## src/rtl/uart_rx_cfg.sv

```systemverilog
// uart_rx_cfg - oversampled UART receiver with runtime-selectable parity and
// stop-bit count, per-word parity/framing error flags and a one-clock valid.
//
// Optional build macro: UART_RX_MAJORITY_EN
//   defined   : each bit resolved by 2-of-3 majority over ticks S-1, S, S+1
//               (decision taken at S+1, S = OVERSAMPLE/2)
//   undefined : single sample at tick S
module uart_rx_cfg #(
  parameter int DATA_BITS  = 8,   // 5..9, LSB first on the line
  parameter int OVERSAMPLE = 16   // even, >= 8
) (
  input  logic                 clk,
  input  logic                 n_rst,
  input  logic                 rxen,
  input  logic                 tick,
  input  logic                 rxd,
  input  logic [1:0]           par_mode,
  input  logic                 stop2,
  output logic [DATA_BITS-1:0] rx_data,
  output logic                 valid,
  output logic                 parity_err,
  output logic                 frame_err,
  output logic                 busy
);

  localparam int TW = $clog2(OVERSAMPLE);
  localparam int BW = $clog2(DATA_BITS + 1);

`ifdef UART_RX_MAJORITY_EN
  localparam int SAMPLE_PH = OVERSAMPLE / 2 + 1;
`else
  localparam int SAMPLE_PH = OVERSAMPLE / 2;
`endif

  // A tick whose counter value equals PRE_SAMPLE is the sample tick; the
  // counter is cleared on the start-detect tick, so that tick is phase 0.
  localparam logic [TW-1:0] PRE_SAMPLE = TW'(SAMPLE_PH - 1);
  localparam logic [TW-1:0] LAST_PH    = TW'(OVERSAMPLE - 1);
  localparam logic [BW-1:0] BITS_END   = BW'(DATA_BITS);

  localparam logic [2:0] ST_IDLE   = 3'd0;
  localparam logic [2:0] ST_START  = 3'd1;
  localparam logic [2:0] ST_DATA   = 3'd2;
  localparam logic [2:0] ST_PARITY = 3'd3;
  localparam logic [2:0] ST_STOP   = 3'd4;

  logic                 rxd_meta_q, rxd_s_q;
  logic [2:0]           state_q, state_d;
  logic [TW-1:0]        tick_cnt_q, tick_cnt_d;
  logic [BW-1:0]        bit_cnt_q, bit_cnt_d;
  logic [DATA_BITS-1:0] shift_q, shift_d;
  logic                 par_en_q, par_en_d;
  logic                 par_odd_q, par_odd_d;
  logic                 stop2_q, stop2_d;
  logic                 par_bit_q, par_bit_d;
  logic                 ferr_acc_q, ferr_acc_d;
  logic [DATA_BITS-1:0] rx_data_q, rx_data_d;
  logic                 valid_q, valid_d;
  logic                 perr_q, perr_d;
  logic                 ferr_q, ferr_d;

  logic sample_now;
  logic wrap;
  logic bit_val;
  logic final_stop;

  // Two-flop synchroniser on the asynchronous serial line.
  always_ff @(posedge clk or negedge n_rst) begin
    if (!n_rst) begin
      // NOTE: preset to 1 (idle line) so reset release never looks like a start bit.
      rxd_meta_q <= 1'b1;
      rxd_s_q    <= 1'b1;
    end else begin
      // NOTE: non-blocking so every flop samples the pre-edge value of its source.
      rxd_meta_q <= rxd;
      rxd_s_q    <= rxd_meta_q;
    end
  end

`ifdef UART_RX_MAJORITY_EN
  logic [1:0] hist_q, hist_d;

  // History of the two previous tick samples for the 2-of-3 vote.
  always_comb begin
    hist_d = tick ? {hist_q[0], rxd_s_q} : hist_q;
  end

  // Sample history register, idle-high after reset.
  always_ff @(posedge clk or negedge n_rst) begin
    if (!n_rst) hist_q <= 2'b11;
    else        hist_q <= hist_d;
  end

  assign bit_val = (hist_q[1] & hist_q[0]) | (hist_q[1] & rxd_s_q) | (hist_q[0] & rxd_s_q);
`else
  assign bit_val = rxd_s_q;
`endif

  assign sample_now = tick && (tick_cnt_q == PRE_SAMPLE);
  assign wrap       = tick && (tick_cnt_q == LAST_PH);
  assign final_stop = !stop2_q || (bit_cnt_q != '0);

  // Next-state and datapath decode for the receive FSM.
  always_comb begin
    // NOTE: every _d defaults to its _q first so no path leaves a latch behind.
    state_d    = state_q;
    tick_cnt_d = tick_cnt_q;
    bit_cnt_d  = bit_cnt_q;
    shift_d    = shift_q;
    par_en_d   = par_en_q;
    par_odd_d  = par_odd_q;
    stop2_d    = stop2_q;
    par_bit_d  = par_bit_q;
    ferr_acc_d = ferr_acc_q;
    rx_data_d  = rx_data_q;
    valid_d    = 1'b0;
    perr_d     = perr_q;
    ferr_d     = ferr_q;

    if (tick) begin
      tick_cnt_d = (tick_cnt_q == LAST_PH) ? '0 : tick_cnt_q + 1'b1;
    end

    if (!rxen) begin
      // Receiver disabled: drop any partial word, leave outputs as they were.
      state_d = ST_IDLE;
    end else begin
      case (state_q)
        ST_IDLE: begin
          if (tick && !rxd_s_q) begin
            state_d    = ST_START;
            tick_cnt_d = '0;
            par_en_d   = (par_mode == 2'd1) || (par_mode == 2'd2);
            par_odd_d  = (par_mode == 2'd2);
            stop2_d    = stop2;
            ferr_acc_d = 1'b0;
          end
        end

        ST_START: begin
          if (sample_now && bit_val) begin
            state_d = ST_IDLE;               // glitch, not a real start bit
          end else if (wrap) begin
            state_d   = ST_DATA;
            bit_cnt_d = '0;
          end
        end

        ST_DATA: begin
          if (sample_now) begin
            shift_d   = {bit_val, shift_q[DATA_BITS-1:1]};
            bit_cnt_d = bit_cnt_q + 1'b1;
          end else if (wrap && (bit_cnt_q == BITS_END)) begin
            state_d   = par_en_q ? ST_PARITY : ST_STOP;
            bit_cnt_d = '0;                  // reused as stop-bit index
          end
        end

        ST_PARITY: begin
          if (sample_now) begin
            par_bit_d = bit_val;
          end else if (wrap) begin
            state_d = ST_STOP;
          end
        end

        ST_STOP: begin
          if (sample_now) begin
            if (!bit_val) ferr_acc_d = 1'b1;
            if (final_stop) begin
              // Leave without waiting for the wrap so a 1-stop-bit frame can follow immediately.
              state_d   = ST_IDLE;
              valid_d   = 1'b1;
              rx_data_d = shift_q;
              perr_d    = par_en_q && ((^shift_q ^ par_bit_q) != par_odd_q);
              ferr_d    = ferr_acc_q || !bit_val;
            end else begin
              bit_cnt_d = bit_cnt_q + 1'b1;
            end
          end
        end

        default: state_d = ST_IDLE;
      endcase
    end
  end

  // FSM, counters, shift register and output registers.
  always_ff @(posedge clk or negedge n_rst) begin
    if (!n_rst) begin
      state_q    <= ST_IDLE;
      tick_cnt_q <= '0;
      bit_cnt_q  <= '0;
      shift_q    <= '0;
      par_en_q   <= 1'b0;
      par_odd_q  <= 1'b0;
      stop2_q    <= 1'b0;
      par_bit_q  <= 1'b0;
      ferr_acc_q <= 1'b0;
      rx_data_q  <= '0;
      valid_q    <= 1'b0;
      perr_q     <= 1'b0;
      ferr_q     <= 1'b0;
    end else begin
      state_q    <= state_d;
      tick_cnt_q <= tick_cnt_d;
      bit_cnt_q  <= bit_cnt_d;
      shift_q    <= shift_d;
      par_en_q   <= par_en_d;
      par_odd_q  <= par_odd_d;
      stop2_q    <= stop2_d;
      par_bit_q  <= par_bit_d;
      ferr_acc_q <= ferr_acc_d;
      rx_data_q  <= rx_data_d;
      valid_q    <= valid_d;
      perr_q     <= perr_d;
      ferr_q     <= ferr_d;
    end
  end

  assign rx_data    = rx_data_q;
  assign valid      = valid_q;
  assign parity_err = perr_q;
  assign frame_err  = ferr_q;
  assign busy       = (state_q != ST_IDLE);

endmodule

```

## config.mk

```make
export PLATFORM = sky130hd
export DESIGN_NAME = uart_rx_cfg
export DESIGN_NICKNAME = d
export VERILOG_FILES = /design/src/rtl/uart_rx_cfg.sv
export SDC_FILE = /design/constraint.sdc
export NUM_CORES = 1
export LEC_CHECK = 0
export ABC_CLOCK_PERIOD_IN_PS = 2400
export CAP_MARGIN = 10
export CORE_MARGIN = 3
export CORE_UTILIZATION = 46
export CTS_BUF_LIST = sky130_fd_sc_hd__clkbuf_2
export DETAILED_ROUTE_END_ITERATION = 16
export GPL_ROUTABILITY_DRIVEN = 0
export PLACE_DENSITY = 0.64
export SYNTH_ARGS = -nofsm -noshare
export SYNTH_HDL_FRONTEND = slang
export SYNTH_SLANG_ARGS = --single-unit
```

## constraint.sdc

```tcl
create_clock -name clk -period 2.4 [get_ports clk]
set_clock_uncertainty 0.1 [all_clocks]
set_input_delay 0.48 -clock clk [delete_from_list [all_inputs] [get_ports clk]]
set_output_delay 0.48 -clock clk [all_outputs]
set_load 0.02 [all_outputs]
```

[Yosys cells after proc, flatten, opt, wreduce, memory -nomap -nowiden]
Index checks and enable logic that the tools add are counted.
Operators by class
  bitwise operators: 1
  add/sub/neg operators: 2
  div/mod/pow operators: 0
  muxes and demuxes: 32
  magnitude comparators: 0
  $mul: 0
  reduce and logical (&&, ||, !) cells: 24
  shift operators: 0
  eq/ne operators: 25
Operator list (number)
  $mux W4: 11
  $mux W3: 11
  $ne A3 B3 Y1 const B: 8
  $pmux W3 S5: 1
  $ne A2 B2 Y1 const B: 6
  $pmux W4 S3: 1
  $reduce_and A3 Y1: 3
  $add A4 B1 Y4 const B: 2
  $eq A4 B4 Y1 const B: 2
  $reduce_and A8 Y1: 1
  $reduce_xor A8 Y1: 1
  $mux W1: 7
  $reduce_and A7 Y1: 1
  $eq A3 B2 Y1 const B: 2
  $logic_and A1 B1 Y1: 6
  $reduce_bool A3 Y1: 2
  $reduce_and A5 Y1: 1
  $eq A4 B3 Y1 const B: 1
  $ne A4 B4 Y1 const B: 1
  $reduce_and A4 Y1: 1
  $reduce_bool A4 Y1: 1
  $eq A3 B1 Y1 const B: 1
  $eq A3 B3 Y1 const B: 1
  $logic_not A3 Y1: 1
  8 further kinds: 11
Word-level totals
  ROM bits: 0
  memories kept: 0
  latch bits: 0
  logic and storage cells: 99
  output and inout bits: 12
  bits in writable memories: 0
  input port bits: 8
  register bits after elaboration: 37

[Depth between registers and ports, before layout]
  depth in word-level cells: 7
  gate-level depth with buffers: 9
  mapped depth without buffers: 7

[Worst setup path after synthesis]
OpenSTA, ideal clock, no wires.
  path kind: register to register
  start: register tick_cnt_q[0]
  end: register state_q[1]
  cell stages (with the launch flop): 8
  arrival: 1.948 ns
  path buffers: 1
  required time: 2.175 ns
  setup time: 0.125 ns
  path slack: 0.228 ns
  path through: dfrtp_1 > ha_1 > and4b_1 > buf_4 > a2111o_1 > o211a_1 > nand2b_1 > mux2_2
On the way
  longest elaborated chain between the ends: 6
  elaborated cells on any way between the ends: 16
  classes of those cells: 8 x eq/ne; 3 x mux; 5 x reduce/logical
RTL lines
  from (decl): line 49  | logic [TW-1:0] tick_cnt_q, tick_cnt_d;
  from (signal assigned): line 206  | tick_cnt_q <= tick_cnt_d;
  $eq A4 B3 Y1: line 99  | assign sample_now = tick && (tick_cnt_q == PRE_SAMPLE);
  $logic_and A1 B1 Y1: line 99
  $logic_and A1 B1 Y1: line 141  | if (sample_now && bit_val) begin
  $mux W3: line 141
  $pmux W3 S5: line 128  | case (state_q)
  $mux W3: line 124  | if (!rxen) begin
  to (signal assigned): line 205  | state_q <= state_d;
  to (decl): line 48  | logic [2:0] state_q, state_d;
Parallel ways exist; a longest one is shown, timed or not.
A chain may end at the register's enable or synchronous reset.

[Final worst setup path]
  start: register state_q[0]
  end: output port busy
On the way
  longest elaborated chain between the ends: 1
RTL lines
  $reduce_bool A3 Y1: line 225  | assign busy = (state_q != ST_IDLE);
  to (decl): line 23  | output logic busy
No other way between the ends.

==> results.sh <==
export IMPL_synth_edf_count=0
export IMPL_syn_area_um2=1890
export IMPL_synth_cells=160
export IMPL_rsz0062_at_grt="no"
export IMPL_ioPinCount=20
export IMPL_clk_path_buf_depth=2
export IMPL_grt_pass1_wl_mm=6.17
export IMPL_initial_core_util_pct=49.8
export IMPL_p_int_mw=1.10
export IMPL_clkLatencyLatePin_ns=0.39
export IMPL_crit_type="reg -> out"
export IMPL_ys_seq_area_share_pct=49.1
export IMPL_status="complete, no violations"
export IMPL_setup_viol_count_final=0
export IMPL_antenna_found_initial=0
export IMPL_power_density_nw_per_um2=726
export IMPL_die_h_um=70.1
export IMPL_max_slew_margin_rel_pct=68.9
export IMPL_hold_ws_ns=0.274
export IMPL_hp_class="reg -> reg"
export IMPL_vias=1295
export IMPL_grt_overflow=0
export IMPL_slew_viol_final=0
export IMPL_area_growth_pct=17.8
export IMPL_syn_area_per_cell_um2=11.8
export IMPL_place_hpwl_mm=2.66
export IMPL_utilization_pct=58.7
export IMPL_final_nets=202
export IMPL_fmax_mhz=446
export IMPL_p_switching_mw=0.518
export IMPL_clock_sinks=37
export IMPL_drive_gt1_share_pct=24.6
export IMPL_endpoint="busy"
export IMPL_endpoint_kind="output port"
export IMPL_peakVddDrop_mv=0.478
export IMPL_die_x_um=70.1
export IMPL_synthArstFlopShare_pct=100
export IMPL_core_um2=3800
export IMPL_post_cts_buffers=0
export IMPL_leakagePower_nw=1.05
export IMPL_root_buffer="clkbuf_2"
export IMPL_cap_violations=0
export IMPL_dr_pass1_iters=4
export IMPL_clk_pin_slew_ns=0.18
export IMPL_crit_required_ns=1.82
export IMPL_clockPowerShare_pct=23.7
export IMPL_fillers=318
export IMPL_viasPerCell=5.42
export IMPL_crit_path_max_fanout=7
export IMPL_ys_warn_count=0
export IMPL_startpoint="state_q[0]$_DFFE_PN0P_"
export IMPL_cts_tree="yes"
export IMPL_switching_share_pct=32.1
export IMPL_cts_buffers=5
export IMPL_port_buffers=19
export IMPL_route_detailed_wl_per_inst_um=14.9
export IMPL_comb_power_share_pct=26.1
export IMPL_die_area_um2=4920
export IMPL_first_global_vias=1289
export IMPL_yosysTopAreaCell="dfrtp_1"
export IMPL_critPathLaunchType="register"
export IMPL_worstMarginPinSlew_ns=0.460
export IMPL_rr_worst_depth=6
export IMPL_ys_types=46
export IMPL_r2r_start="tick_cnt_q[0]$_DFF_PN0_"
export IMPL_r2r_end="state_q[1]$_DFFE_PN0P_"
export IMPL_ys_ff_latch=37
export IMPL_cp_data_arrival_time_ns=1.66
export IMPL_grt_max_degree=38
export IMPL_diodes=0
export IMPL_ys_top_cells_by_area="dfrtp_1 (46%), mux2_2 (9.5%), xnor2_1 (4.6%)"
export IMPL_reg2reg_slack_ns=0.16
export IMPL_synth_top_area_share_pct=46.3
export IMPL_routed_wl_mm=3.57
export IMPL_yosys_most_used_dff="dfrtp_1"
export IMPL_hold_viol=0
export IMPL_fin_crit_sh_pct=93.4
export IMPL_synth_nets=172
export IMPL_cts_max_level=2
export IMPL_finalSetupTns_ns=0
export IMPL_rows=22
export IMPL_p_seq_share_pct=50.2
export IMPL_yosysMostFrequentCell="dfrtp_1"
export IMPL_synth_common_cells="dfrtp_1 (35), mux2_2 (16), nand2_1 (16), xnor2_1 (10), nor2_1 (6)"
export IMPL_initialDrtViolationCount=61
export IMPL_period_needed_ns=2.24
export IMPL_postRouteAntennaNets=0
export IMPL_drc=0
export IMPL_gr_usage_all_layers_pct=16.0
==> logic make-up after synthesis <==
logic type / Yosys count / share of synthesized area (%)
buffers and inverters: 11 / 3.77
xor gates and xnor gates: 11 / 5.09
adders and majority gates: 4 / 2.65
muxes: 26 / 16.1
AOI/OAI and AO/OA: 21 / 8.80
DFF: 37 / 49.1
and+or+nand+nor: 50 / 14.5
==> sequential cells by signal, summed over array words and instances, names as in the netlist <==
signal      flops
par_bit_q       1
par_en_q        1
tick_cnt_q      4
stop2_q         1
bit_val         1
valid           1
shift_q         8
frame_err       1
bit_cnt_q       4
rxd_meta_q      1
par_odd_q       1
parity_err      1
state_q         3
rx_data         8
ferr_acc_q      1
==> power by group through the flow <==
| stage | clock, mW | sequential [mW] | combinational [mW] |
|---|---|---|---|
| 2_1_floorplan | 0 | 0.794 | 0.299 |
| 3_5_place_dp | 0 | 0.823 | 0.430 |
| 5_1_grt | 0.424 | 0.825 | 0.472 |
| 4_1_cts | 0.396 | 0.811 | 0.429 |
| 6_report | 0.383 | 0.812 | 0.422 |
| 3_3_place_gp | 0 | 0.816 | 0.415 |
==> placed cells by master, fill, tap and decap left out, types with 3 or more instances in the layout <==
| cell | netlist | layout |
|---|---|---|
| xnor2_1 | 10 | 10 |
| dfrtp_1 | 35 | 34 |
| nand2b_1 | 4 | 4 |
| mux2i_1 | 5 | 5 |
| clkdlybuf4s50_1 | 0 | 18 |
| nand2_1 | 16 | 16 |
| mux2_4 | 5 | 5 |
| mux2_2 | 16 | 16 |
| buf_4 | 1 | 10 |
| clkbuf_2 | 0 | 6 |
| o21ai_0 | 3 | 3 |
| nor2b_1 | 5 | 5 |
| nor2_1 | 6 | 6 |
| ha_1 | 4 | 4 |
| nand3_1 | 3 | 3 |
| inv_1 | 5 | 5 |
==> metrics by stage <==
stage	instance area, um^2	total power [mW]	cells	setup slack, ns
finish	2230	1.62	239	0.158
global route	2230	1.72	239	0.0564
CTS	2230	1.64	239	0.131
detailed placement	2160	1.25	231	-0.0279
global placement	2160	1.23	231	0.0207
floorplan	1890	1.09	160	0.228
==> worst min path at each step <==
stage	slack [ns]	from	cells past startpoint	end
4_1_cts	0.28	rxd_meta_q$_DFF_PN1_	0	bit_val$_DFF_PN1_
5_1_grt	0.28	rxd_meta_q$_DFF_PN1_	0	bit_val$_DFF_PN1_
6_report	0.27	rxd_meta_q$_DFF_PN1_	0	bit_val$_DFF_PN1_
2_1_floorplan	0.08	n_rst	0	bit_cnt_q[0]$_DFFE_PN0P_
3_3_place_gp	0.25	rxd_meta_q$_DFF_PN1_	0	bit_val$_DFF_PN1_
3_5_place_dp	0.25	rxd_meta_q$_DFF_PN1_	0	bit_val$_DFF_PN1_
==> repair_timing <==
item	CTS	global route
gates resized for setup	2	0
setup endpoints to repair	1	0
hold buffers	0	0
==> worst max-delay path, cell delays in order, from the launching register on <==
cell and delay, ns:
dfrtp_1 0.50, or3_1 0.43, dlygate4sd2_1 0.35
==> layer usage <==
metal,GRT usage (%),part of all wire (%),up-vias,wire length [um]
met5,0,0,-,0
met4,5.11,1.5,0,53
met3,4.89,4.6,6,163
met2,26.9,50,25,1800
met1,19.6,44,641,1550
li1,-,-,623,-
==> area by class of cell <==
class | instances | area [um^2] | share of cell area (%)
Timing Repair Buffer | 29 | 264 | 11.8
Tap cell | 48 | 60.1 | 2.70
Clock inverter | 2 | 33.8 | 1.52
Sequential cell | 37 | 930 | 41.7
Multi-Input combinational cell | 112 | 892 | 40.0
Inverter | 5 | 18.8 | 0.842
Clock buffer | 6 | 30.0 | 1.35
No activity file was read; power rests on OpenSTA's default activity.
